[src/rtl/controle_saida.sv]
// controle_saida -- output-side result presenter.
//
// Captures a computed result when valid_i is high and shows it on out_o one
// nibble at a time, most significant nibble first. Each press of the
// active-low step button next_i advances one nibble. done_o rises once every
// nibble has been stepped through. After done, a new result is accepted only
// once valid_i has dropped low and then risen again.
//
// Optional build macro: CONTROLE_SAIDA_DEBOUNCE_EN
//   Defined   : a press needs DEBOUNCE_CYCLES consecutive low samples.
//   Undefined : a press is a plain falling-edge detect.
//
// Parameters:
//   RESULT_W        result width in bits (multiple of 4, >= 4)
//   DEBOUNCE_CYCLES stable low samples per press (debounce build only)
//
// Ports:
//   clk_i        clock, rising edge
//   rst_i        asynchronous reset, active low
//   valid_i      result available (level)
//   result_i     result to display
//   next_i       step button, active low, asynchronous to clk_i
//   out_o        current nibble
//   out_valid_o  out_o holds a result nibble
//   nibble_idx_o index of the shown nibble, 0 = MSN
//   busy_o       result captured, presentation in progress
//   done_o       all nibbles stepped through
module controle_saida #(
  parameter int RESULT_W        = 8,
  parameter int DEBOUNCE_CYCLES = 16,
  localparam int N_NIB = RESULT_W / 4,
  localparam int IDX_W = (N_NIB > 1) ? $clog2(N_NIB) : 1
) (
  input  logic                clk_i,
  input  logic                rst_i,
  input  logic                valid_i,
  input  logic [RESULT_W-1:0] result_i,
  input  logic                next_i,
  output logic [3:0]          out_o,
  output logic                out_valid_o,
  output logic [IDX_W-1:0]    nibble_idx_o,
  output logic                busy_o,
  output logic                done_o
);

  typedef enum logic [1:0] {
    OUT_IDLE = 2'd0,
    OUT_SHOW = 2'd1,
    OUT_DONE = 2'd2
  } state_t;

  localparam logic [IDX_W-1:0] LAST_IDX = IDX_W'(N_NIB - 1);

  state_t              state_q, state_d;
  logic [RESULT_W-1:0] capture_q, capture_d;
  logic [IDX_W-1:0]    idx_q, idx_d;
  logic [3:0]          out_q, out_d;
  logic                out_valid_q, out_valid_d;
  logic                busy_q, busy_d;
  logic                done_q, done_d;

  // Button synchronizer; flops idle high so reset never looks like a press.
  logic sync1_q, sync2_q;
  logic press;

`ifdef CONTROLE_SAIDA_DEBOUNCE_EN
  // Counter saturates one above the hit value, so a held button matches
  // the hit value for exactly one cycle.
  localparam int CNT_W = $clog2(DEBOUNCE_CYCLES + 2);
  localparam logic [CNT_W-1:0] CNT_HIT = CNT_W'(DEBOUNCE_CYCLES);
  localparam logic [CNT_W-1:0] CNT_SAT = CNT_W'(DEBOUNCE_CYCLES + 1);

  logic [CNT_W-1:0] cnt_q, cnt_d;

  always_comb begin
    cnt_d = cnt_q;
    if (sync2_q) begin
      cnt_d = '0;
    end else if (cnt_q != CNT_SAT) begin
      cnt_d = cnt_q + 1'b1;
    end
  end

  assign press = ~sync2_q && (cnt_q == CNT_HIT);

  always_ff @(posedge clk_i or negedge rst_i) begin
    if (!rst_i) begin
      cnt_q <= '0;
    end else begin
      cnt_q <= cnt_d;
    end
  end
`else
  logic prev_q;

  assign press = prev_q & ~sync2_q;

  always_ff @(posedge clk_i or negedge rst_i) begin
    if (!rst_i) begin
      prev_q <= 1'b1;
    end else begin
      prev_q <= sync2_q;
    end
  end
`endif

  always_ff @(posedge clk_i or negedge rst_i) begin
    if (!rst_i) begin
      sync1_q <= 1'b1;
      sync2_q <= 1'b1;
    end else begin
      sync1_q <= next_i;
      sync2_q <= sync1_q;
    end
  end

  // Shifting the selected nibble to the top avoids a variable part-select.
  logic [RESULT_W-1:0] shifted;

  always_comb begin
    state_d   = state_q;
    capture_d = capture_q;
    idx_d     = idx_q;

    case (state_q)
      OUT_IDLE: begin
        if (valid_i) begin
          capture_d = result_i;
          idx_d     = '0;
          state_d   = OUT_SHOW;
        end
      end
      OUT_SHOW: begin
        if (press) begin
          if (idx_q == LAST_IDX) begin
            idx_d   = '0;
            state_d = OUT_DONE;
          end else begin
            idx_d = idx_q + 1'b1;
          end
        end
      end
      OUT_DONE: begin
        idx_d = '0;
        // Waiting for valid_i low keeps a held compute flag from re-triggering.
        if (!valid_i) begin
          state_d = OUT_IDLE;
        end
      end
      default: begin
        idx_d   = '0;
        state_d = OUT_IDLE;
      end
    endcase

    // Outputs are derived from the next state so they register together.
    shifted     = capture_d << (4 * idx_d);
    out_d       = 4'h0;
    out_valid_d = 1'b0;
    busy_d      = 1'b0;
    done_d      = 1'b0;
    case (state_d)
      OUT_SHOW: begin
        out_d       = shifted[RESULT_W-1 -: 4];
        out_valid_d = 1'b1;
        busy_d      = 1'b1;
      end
      OUT_DONE: begin
        done_d = 1'b1;
      end
      default: ;
    endcase
  end

  always_ff @(posedge clk_i or negedge rst_i) begin
    if (!rst_i) begin
      state_q     <= OUT_IDLE;
      capture_q   <= '0;
      idx_q       <= '0;
      out_q       <= 4'h0;
      out_valid_q <= 1'b0;
      busy_q      <= 1'b0;
      done_q      <= 1'b0;
    end else begin
      state_q     <= state_d;
      capture_q   <= capture_d;
      idx_q       <= idx_d;
      out_q       <= out_d;
      out_valid_q <= out_valid_d;
      busy_q      <= busy_d;
      done_q      <= done_d;
    end
  end

  assign out_o        = out_q;
  assign out_valid_o  = out_valid_q;
  assign nibble_idx_o = idx_q;
  assign busy_o       = busy_q;
  assign done_o       = done_q;

endmodule

[config.mk]
export PLATFORM = sky130hd
export DESIGN_NAME = controle_saida
export DESIGN_NICKNAME = d
export VERILOG_FILES = /design/src/rtl/controle_saida.sv
export SDC_FILE = /design/constraint.sdc
export NUM_CORES = 1
export LEC_CHECK = 0
export ABC_AREA = 1
export CORE_MARGIN = 2
export CORE_UTILIZATION = 31
export DETAILED_ROUTE_END_ITERATION = 8
export PLACE_DENSITY = 0.63
export SLEW_MARGIN = 25
export SYNTH_ARGS = -nofsm -noshare
export SYNTH_HDL_FRONTEND = slang
export SYNTH_SLANG_ARGS = --single-unit
[constraint.sdc]
create_clock -name clk_i -period 2.9 [get_ports clk_i]
set_input_delay 0.29 -clock clk_i [delete_from_list [all_inputs] [get_ports clk_i]]
set_output_delay 0.29 -clock clk_i [all_outputs]
set_load 0.005 [all_outputs]
# After elaboration in Yosys (flattened, before gate mapping)
# Index checks and enable logic that the tools add are counted.
dict set report op_classes {
  addsub 1
  n_eq_ne 4
  shifts 1
  n_mux 14
  bitwise_logic 2
  n_reduce_logical 1
}
# cell n
set ops {}
lappend ops {{8-bit two-way mux} 2}
lappend ops {{2-bit two-way mux} 4}
lappend ops {{8-bit by 3-bit left shift with 8-bit output} 1}
lappend ops {{2-bit case mux with 3 select lines} 1}
lappend ops {{1-bit two-way mux} 5}
lappend ops {{2-bit by 1-bit equality test with 1-bit output (second input constant)} 2}
lappend ops {{2-bit equality test (second input constant)} 2}
lappend ops {{4-bit two-way mux} 1}
lappend ops {{2-bit zero test} 1}
lappend ops {{1-bit case mux with 2 select lines} 1}
lappend ops {{1-bit adder (second input constant)} 1}
lappend ops {{1-bit AND} 1}
lappend ops {{1-bit NOT} 1}
dict set report word_totals {
  reg_bits 20
  inputBits 12
  out_inout_bits 8
  word_cells 32
}

# Longest topological paths before layout
# Gate-level depths: netlist (run 1).
dict set report depth {
  word_depth 6
  mapped_depth 7
  mapped_depth_nobuf 7
}

# Worst setup path before layout (run 1)
# Ideal clock, no wire load.
dict set report synth_path {
  kind {register to register}
  from {reg sync2_q}
  to {reg out_q[0], in the netlist out_o[0]}
  setup_ns 0.117
  t_arrival_ns 1.014
  t_required_ns 2.783
  slack_ns 1.769
  path_stages_with_launch 8
  path_buffers 0
  period_less_slack_ns 1.131
  path_cell_list {dfstp_2 -> inv_1 -> nand3_1 -> nand2_1 -> nand2_1 -> nand3_1 -> nand2_1 -> nor2_1}
}
dict set report synth_between {
  elab_chain_len 6
  elab_cells_between_ends 9
  cone_classes {1 x eq/ne; 1 x shift; 5 x mux; 2 x bitwise}
}
# item line_no
set synth_rtl {}
lappend synth_rtl {{start: declaration} 63} ;# logic sync1_q, sync2_q;
lappend synth_rtl {{start signal: assignment} 113} ;# sync2_q <= sync1_q;
lappend synth_rtl {{1-bit NOT *} 96} ;# assign press = prev_q & ~sync2_q;
lappend synth_rtl {{1-bit AND *} 96}
lappend synth_rtl {{1-bit two-way mux or 2-bit two-way mux (tied branches)} 134} ;# if (press) begin
lappend synth_rtl {{1-bit case mux with 2 select lines or 2-bit case mux with 3 select lines (tied branches)} 125} ;# case (state_q)
lappend synth_rtl {{8-bit by 3-bit left shift with 8-bit output or 2-bit by 1-bit equality test with 1-bit output (tied branches)} {157, 162}}
lappend synth_rtl {{4-bit two-way mux *} 162} ;# case (state_d)
lappend synth_rtl {{via out_d[0]} 57} ;# logic [3:0] out_q, out_d;
lappend synth_rtl {{end signal: assignment} 188} ;# out_q <= out_d;
lappend synth_rtl {{end: declaration} 57}
# Mark *: on every way through the listed nets, which the timed path passes. The rest lies on a longest branch.

# Worst setup path after layout (run 1)
dict set report layout_path {
  from {reg idx_q, in the netlist nibble_idx_o}
  to {out nibble_idx_o}
}
# item line_no
set layout_rtl {}
lappend layout_rtl {{start: declaration} 56} ;# logic [IDX_W-1:0] idx_q, idx_d;
lappend layout_rtl {{start signal: assignment} 187} ;# idx_q <= idx_d;
lappend layout_rtl {{end: declaration} 41} ;# output logic [IDX_W-1:0] nibble_idx_o,
# No word-level cell between the ends.

==> results of run 1 <==
[layout by cell type (no fill, tap or decap), drive strengths merged]
master          n
nor2           11
clkbuf          3
nand2          29
dfstp           3
inv            11
o31ai           2
clkdlybuf4s50  19
dfrtp          17
nand3          11
nand3b          4
bufinv          1
[registers in the layout, indices dropped and copies added, names as in the netlist]
name          count
busy_o            1
capture_q         8
done_o            1
nibble_idx_o      1
out_o             4
prev_q            1
state_q           2
sync1_q           1
sync2_q           1
[cells by family after synthesis]
family | after synthesis | share of synthesized area, %
compound gates | 2 | 1.82
flops | 20 | 61.1
buf+inv | 13 | 6.82
simple gates | 55 | 30.3
[cell type report]
cell class                      instances  share of cell area [%]
Clock inverter                          1                    2.75
Tap cell                               30                    3.44
Inverter                               11                    3.78
Sequential cell                        20                    46.2
Timing Repair Buffer                   19                    17.4
Clock buffer                            3                    2.06
Multi-Input combinational cell         57                    24.3
[path summary, 6_finish.rpt]
kind                                        start                  to  slack, ns
setup / recovery           nibble_idx_o$_DFF_PN0_        nibble_idx_o       1.38
hold / removal                  sync1_q$_DFF_PN1_   sync2_q$_DFF_PN1_       0.37
setup reg to reg             state_q[1]$_DFF_PN0_  out_o[2]$_DFF_PN0_       1.59
hold reg to reg                 sync1_q$_DFF_PN1_   sync2_q$_DFF_PN1_       0.37
max in group asynchronous                   rst_i  out_o[0]$_DFF_PN0_       1.91
min in group asynchronous                   rst_i  out_o[1]$_DFF_PN0_       0.46
[per-layer routing]
metal | vias to the layer above | global-route usage, %
li1 | 324 | -
met1 | 276 | 15.4
met2 | 16 | 16.7
met3 | 5 | 2.33
met4 | 0 | 6.27
met5 | - | 0
[power by group]
part / switching (mW) / internal [mW]
clock network: 0.0889 / 0.140
registers: 0.0390 / 0.384
logic: 0.227 / 0.181
[through the flow]
step	util, %	worst slack, ns	power, mW	instances	area [sq um]
after floorplan	-	1.77	0.679	90	826
after global placement	41.5	1.24	0.836	137	1040
after detailed placement	41.5	1.22	0.840	137	1040
after CTS	43.6	1.37	1.07	141	1090
after global routing	43.6	1.32	1.16	141	1090
final	43.6	1.38	1.06	141	1090
==> results.sh, run 1 <==
export IMPL_clkSlewWorstSetupHoldPaths_ns=0.12
export IMPL_viasPerCell=4.40
export IMPL_ys_top_cells_by_count="28 x nand2_1, 17 x dfrtp_1, 11 x inv_1, 11 x nand3_1, 10 x nor2_1"
export IMPL_grt_start_max_net_pins=21
export IMPL_die_w_microns=55.6
export IMPL_cts_hold_buf=0
export IMPL_regArea_sq_um=504
export IMPL_async_flop_share_pct=100
export IMPL_synth_avg_cell_area_sq_um=9.18
export IMPL_yosys_area_top_type="dfrtp_1"
export IMPL_h_tree_depth=1
export IMPL_worstPathCellList="clkdlybuf4s50_1"
export IMPL_yosysWarnings=0
export IMPL_critical_path_buf_inv_count=1
export IMPL_holdPathStages=0
export IMPL_tritoncts="yes"
export IMPL_syn_to_final_growth_pct=32.1
export IMPL_cts_setup_buffers=0
export IMPL_cts_resized=0
export IMPL_vias=621
export IMPL_p_leak_nw=0.551
export IMPL_critPathRequiredTime_ns=2.61
export IMPL_initial_core_util_pct=33.0
export IMPL_grt_pass1_wl_mm=2.66
export IMPL_min_period_ns=1.52
export IMPL_row_count=18
export IMPL_synth_edff_count=0
export IMPL_cts_buffer_depth=2
export IMPL_portBuffers=19
export IMPL_clock_latency_ns=0.31
export IMPL_antenna_found_initial=0
export IMPL_drtIter0Drc=2
export IMPL_routed_wl_met3_microns=68
export IMPL_tightest_slew_ns=0.862
export IMPL_synth_distinct_cells=11
export IMPL_fin_crit_sh_pct=52.3
export IMPL_crit_type="register to output pin"
export IMPL_dr_wl_met2_microns=687
export IMPL_die_y_microns=55.6
export IMPL_grt_pass1_vias=595
export IMPL_cp_depth=1
export IMPL_grt_overflow_total=0
export IMPL_yosysTopAreaCellShare_pct=51.5
export IMPL_finClkSkew_ns=0.00734
export IMPL_core_sq_um=2500
export IMPL_synth_nets=102
export IMPL_max_cap_violations=0
export IMPL_hp_class="register to register"
export IMPL_cp_data_arrival_time_ns=1.23
export IMPL_slowest_delay_ns=0.52
export IMPL_peakVddDrop_mv=0.470
export IMPL_first_pass_iters=4
export IMPL_ys_seq_area_share_pct=61.1
export IMPL_finalWirelength_mm=1.50
export IMPL_multi_input_area_sq_um=265
export IMPL_drv_slew=0
export IMPL_relSlewSlack_pct=42.4
export IMPL_wl_met1_microns=706
export IMPL_pin_count=20
export IMPL_cts_root_buffer="clkbuf_4"
export IMPL_r2r_cells=7
export IMPL_dp_hpwl_mm=1.09
export IMPL_hold_slack_ns=0.366
export IMPL_wl_per_cell_microns=10.6
export IMPL_netlist_instances=90
export IMPL_nNetsFinal=124
export IMPL_grt_setup_unrepaired="false"
export IMPL_finalHoldViolCount=0
export IMPL_grt_total_usage_pct=11.3
export IMPL_endpoint_kind="output pin"
export IMPL_die_area_sq_um=3090
export IMPL_cp_slowest_cell="clkdlybuf4s50_1"
export IMPL_synth_main_ff_cell="dfrtp_1"
export IMPL_clock_sinks=20
export IMPL_final_layout_size_suffix_gt1_share_pct=8.11
export IMPL_drc_errors=0
export IMPL_cts_buffers=3
export IMPL_setup_violations=0
export IMPL_postRouteAntennaNets=0
export IMPL_n_antenna_cell=0
export IMPL_synth_area_top_cells="dfrtp_1 52%, nand2_1 13%, dfstp_2 9.5%, nand3_1 6.7%, inv_1 5.0%"
export IMPL_synth_seq_cells=20
export IMPL_top_layer_used="met4"
export IMPL_worst_setup_path_start_kind="register"
export IMPL_yosysMostFrequentCell="nand2_1"
export IMPL_path_delay_family="buffers and inverters"
export IMPL_fillers=258
export IMPL_synth_area_sq_um=826
export IMPL_fmax_ghz=0.660
export IMPL_outcome="finished clean"
export IMPL_power_density_nw_per_um2=972
export IMPL_cp_max_fo=3
export IMPL_fin_setup_tns_ns=0
export IMPL_gp_congestion=0.768
No activity file was read; power rests on OpenSTA's default activity.
==> inputs of run 2 (changes only) <==
Settings changed: PLACE_DENSITY 0.63 to 0.65.
Clock period 2.9 ns to 1.2 ns, I/O delays scaled along.
==> results.sh, run 2 (synthesis gave the netlist of run 1 again) <==
export IMPL_viasPerCell=4.58
export IMPL_crit_type="register to register"
export IMPL_fmax_ghz=0.802
export IMPL_drtIter0Drc=13
export IMPL_setup_violations=3
export IMPL_path_delay_family="simple AND/OR/NAND/NOR gates"
export IMPL_final_cell_mix="16 x dfrtp_1, 16 x buf_4, 14 x nand2_1, 12 x nand2_2"
export IMPL_largest_reg_flops=8
export IMPL_die_y_microns=55.6
export IMPL_hp_class="primary input to asynchronous set/reset pin"
export IMPL_n_antenna_cell=0
export IMPL_finClkSkew_ns=0.00416
export IMPL_portBuffers=19
export IMPL_fin_setup_tns_ns=-0.0674
export IMPL_worstPathCellList="nor2_4 -> buf_2 -> nand3b_1 -> nand2_2 -> nand3_1 -> nand2_1 -> nor2_1"
export IMPL_min_period_ns=1.25
export IMPL_initial_core_util_pct=33.0
export IMPL_die_area_sq_um=3090
export IMPL_reg2reg_slack_ns=-0.05
export IMPL_p_total_mw=3.16
export IMPL_cts_hold_buf=0
export IMPL_outcome="finished with violations"
export IMPL_finalHoldViolCount=0
export IMPL_core_sq_um=2500
export IMPL_clock_latency_ns=0.29
export IMPL_clock_sinks=20
export IMPL_pin_count=20
export IMPL_worst_setup_path_start_kind="register"
export IMPL_fin_ws_ns=-0.0463
export IMPL_dp_hpwl_mm=1.19
export IMPL_fin_crit_sh_pct=104
export IMPL_vias=737
export IMPL_row_count=18
export IMPL_nNetsFinal=144
export IMPL_wl_per_cell_microns=11.9
export IMPL_cts_root_buffer="clkbuf_4"
export IMPL_final_layout_size_suffix_gt1_share_pct=38.9
export IMPL_grt_start_max_net_pins=21
export IMPL_timing_rr_end="out_o[1]$_DFF_PN0_"
export IMPL_p_leak_nw=0.680
export IMPL_grt_overflow_total=0
export IMPL_slowest_delay_ns=0.46
export IMPL_tritoncts="yes"
export IMPL_syn_to_final_growth_pct=61.2
export IMPL_critPathRequiredTime_ns=1.40
export IMPL_stdcell_count=161
export IMPL_tightest_slew_ns=0.246
export IMPL_fillers=221
export IMPL_grt_pass1_vias=714
export IMPL_grt_setup_unrepaired="true"
export IMPL_h_tree_depth=1
export IMPL_peakVddDrop_mv=1.46
export IMPL_max_cap_violations=0
export IMPL_cp_slowest_cell="dfrtp_2"
export IMPL_die_w_microns=55.6
export IMPL_regMostFlops="capture_q"
export IMPL_grt_total_usage_pct=12.2
export IMPL_clkSlewWorstSetupHoldPaths_ns=0.11
export IMPL_first_pass_iters=4
export IMPL_postRouteAntennaNets=0
export IMPL_relSlewSlack_pct=83.6
export IMPL_power_density_nw_per_um2=2370
export IMPL_drv_slew=0
export IMPL_gp_congestion=0.783
export IMPL_cts_buffer_depth=2
export IMPL_cp_data_arrival_time_ns=1.44
export IMPL_violations="negative setup slack"
export IMPL_critical_path_buf_inv_count=1
export IMPL_grt_pass1_wl_mm=2.99
export IMPL_finalWirelength_mm=1.91
export IMPL_r2r_cells=7
export IMPL_r2r_start="state_q[1]$_DFF_PN0_"
export IMPL_cts_buffers=3
export IMPL_post_route_util_pct=53.3
export IMPL_drc_errors=0
export IMPL_placed_cells=149
export IMPL_endpoint_kind="register"
export IMPL_cp_max_fo=4
export IMPL_antenna_found_initial=0
[run 2: changes by cell type in the layout (fill, tap and decap cells not counted), sizes merged]
cell | before | now
nand2 | 29 | 30
clkdlybuf4s50 | 19 | 11
dlygate4sd2 | 0 | 8
buf | 0 | 19
[run 2: power breakdown]
group          switching [mW]  internal [mW]  leakage [nW]
clock network           0.197          0.337        0.0279
logic                   0.814          0.781         0.416
registers              0.0974          0.931         0.235
total                    1.11           2.05         0.680
[run 2: layout make-up]
class | count | area [sq um] | area share [%]
timing repair buffer | 38 | 337 | 25.3
sequential | 20 | 505 | 38.0
clock inverter | 1 | 30.0 | 2.26
tap | 30 | 37.5 | 2.82
clock buffer | 3 | 22.5 | 1.69
inverter | 11 | 41.3 | 3.10
multi-input combinational | 58 | 358 | 26.9
[run 2: worst max path at each step]
stage / start / depth (start not counted) / to
3_3_place_gp: valid_i / 8 / out_o[1]$_DFF_PN0_
6_report: state_q[1]$_DFF_PN0_ / 7 / out_o[1]$_DFF_PN0_
5_1_grt: state_q[1]$_DFF_PN0_ / 7 / out_o[1]$_DFF_PN0_
2_1_floorplan: sync2_q$_DFF_PN1_ / 7 / out_o[0]$_DFF_PN0_
3_5_place_dp: valid_i / 8 / out_o[1]$_DFF_PN0_
4_1_cts: state_q[1]$_DFF_PN0_ / 7 / out_o[0]$_DFF_PN0_
[run 2: metal layers]
metal	track usage [%]	vias up	routed length, microns
met2	20.4	17	1020
met5	0	-	0
met4	5.57	0	12
li1	-	364	-
met3	2.79	2	84
met1	14.9	354	790
[run 2: what timing repair did]
item / CTS / global route
buffers inserted: 6 / 1
resized for setup: 19 / 17
gates cloned: 1 / 0
pin swaps: 7 / 9
setup endpoints to repair: 12 / 10
[run 2: per-stage QoR]
stage,hold WS [ns],setup WS (ns),cell area (sq um)
floorplan,-0.176,0.0693,826
global placement,0.347,-0.0950,1130
detailed placement,0.349,-0.120,1130
CTS,0.139,-0.00860,1270
global route,0.131,-0.148,1330
finish,0.140,-0.0463,1330
==> inputs of run 3 (changes only) <==
Settings changed: CORE_UTILIZATION 31 to 42, PLACE_DENSITY 0.65 to 0.81.
==> results.sh, run 3 (synthesis gave the netlist of run 1 again) <==
export IMPL_regMostFlops="capture_q"
export IMPL_row_count=16
export IMPL_n_antenna_cell=0
export IMPL_outcome="finished with violations"
export IMPL_max_cap_violations=0
export IMPL_tritoncts="yes"
export IMPL_clock_latency_ns=0.30
export IMPL_cp_data_arrival_time_ns=1.45
export IMPL_peakVddDrop_mv=1.39
export IMPL_relSlewSlack_pct=83.7
export IMPL_worst_setup_path_start_kind="register"
export IMPL_fillers=158
export IMPL_stdcell_count=158
export IMPL_layout_commonest_cell="nand2_1"
export IMPL_initial_core_util_pct=43.4
export IMPL_antenna_found_initial=0
export IMPL_cp_slowest_cell="dfrtp_2"
export IMPL_finClkSkew_ns=0.00456
export IMPL_postRouteAntennaNets=0
export IMPL_setup_violations=2
export IMPL_pin_count=20
export IMPL_grt_setup_unrepaired="true"
export IMPL_die_area_sq_um=2340
export IMPL_nNetsFinal=144
export IMPL_fin_crit_sh_pct=101
export IMPL_cts_root_buffer="clkbuf_4"
export IMPL_min_period_ns=1.21
export IMPL_tightest_slew_ns=0.244
export IMPL_hold_slack_ns=0.136
export IMPL_portBuffers=19
export IMPL_post_route_util_pct=67.4
export IMPL_clkSlewWorstSetupHoldPaths_ns=0.11
export IMPL_cp_common_cell="nand2_1"
export IMPL_drv_slew=0
export IMPL_cp_max_fo=10
export IMPL_cts_buffer_depth=2
export IMPL_wl_per_cell_microns=11.3
export IMPL_critPathRequiredTime_ns=1.44
export IMPL_slowest_delay_ns=0.46
export IMPL_syn_to_final_growth_pct=55.3
export IMPL_vias=727
export IMPL_largest_reg_flops=8
export IMPL_final_cell_mix="19 x nand2_1, 18 x buf_4, 16 x dfrtp_1, 11 x inv_1, 11 x clkdlybuf4s50_1"
export IMPL_crit_type="register to register"
export IMPL_finalHoldViolCount=0
export IMPL_worstPathCellList="nor2_4 -> buf_6 -> nand2_8 -> nand2_1 -> nand2_2 -> nand3_2 -> nand2_1 -> nor2_1"
export IMPL_grt_start_max_net_pins=21
export IMPL_fmax_ghz=0.827
export IMPL_clock_sinks=20
export IMPL_endpoint_kind="register"
export IMPL_r2r_cells=8
export IMPL_drtIter0Drc=3
export IMPL_first_pass_iters=4
export IMPL_core_sq_um=1900
export IMPL_final_layout_size_suffix_gt1_share_pct=32.8
export IMPL_grt_total_usage_pct=16.3
export IMPL_violations="negative setup slack"
export IMPL_die_y_microns=48.3
export IMPL_viasPerCell=4.60
export IMPL_h_tree_depth=1
export IMPL_placed_cells=149
export IMPL_p_leak_nw=0.667
export IMPL_power_density_nw_per_um2=2360
export IMPL_cts_hold_buf=0
export IMPL_grt_overflow_total=0
export IMPL_cts_buffers=3
export IMPL_grt_pass1_vias=658
export IMPL_grt_pass1_wl_mm=2.90
export IMPL_fin_ws_ns=-0.00970
export IMPL_finalWirelength_mm=1.79
export IMPL_die_w_microns=48.3
export IMPL_gp_congestion=0.825
export IMPL_hp_class="primary input to asynchronous set/reset pin"
export IMPL_p_total_mw=3.03
export IMPL_dp_hpwl_mm=1.23
export IMPL_drc_errors=0
## run 3: worst max-delay path: cells and delay by family, from the launching register on
kind          cells  cell delay (ns)
simple gates      7             0.57
buf+inv           1             0.13
flops             1             0.46
## run 3: power by group
group	total [mW]	switching, mW	internal (mW)
logic	1.47	0.742	0.733
registers	1.02	0.0855	0.930
clock network	0.540	0.202	0.338
## run 3: path summary, 6_finish.rpt
check	slack (ns)	end	start
worst max-delay path	-0.01	out_o[1]$_DFF_PN0_	state_q[1]$_DFF_PN0_
worst min-delay path	0.14	busy_o$_DFF_PN0_	rst_i
worst max register to register	-0.01	out_o[1]$_DFF_PN0_	state_q[1]$_DFF_PN0_
worst min register to register	0.36	sync2_q$_DFF_PN1_	sync1_q$_DFF_PN1_
max in group asynchronous	0.80	sync1_q$_DFF_PN1_	rst_i
min in group clk_i	0.21	sync1_q$_DFF_PN1_	next_i
## run 3: through the flow
| stage | setup WS, ns | instance area (sq um) | setup TNS, ns |
|---|---|---|---|
| after floorplan | 0.0693 | 826 | 0 |
| after global placement | -0.0906 | 1150 | -0.361 |
| after detailed placement | -0.106 | 1150 | -0.503 |
| after CTS | 0.00133 | 1250 | 0 |
| after global routing | -0.0865 | 1280 | -0.314 |
| final | -0.00970 | 1280 | -0.0143 |
## run 3: repair_timing
action                     CTS  global route
setup buffers                5             0
setup endpoints to repair   12             9
resized for setup           16            11
pin swaps                    3             3
## run 3: area by class of cell
class                      count  area (sq um)  area share [%]
sequential                    20           505            39.4
timing repair buffer          39           338            26.3
multi-input combinational     57           312            24.3
inverter                      11          41.3            3.22
tap                           27          33.8            2.63
clock inverter                 1          30.0            2.34
clock buffer                   3          22.5            1.76
## run 3: layer usage
layer / vias up / track usage (%) / routed length [microns]
met5: - / 0 / 0
met4: 0 / 11.9 / 72
met3: 7 / 2.78 / 108
met2: 23 / 25.7 / 868
met1: 336 / 20.4 / 739
li1: 361 / - / -
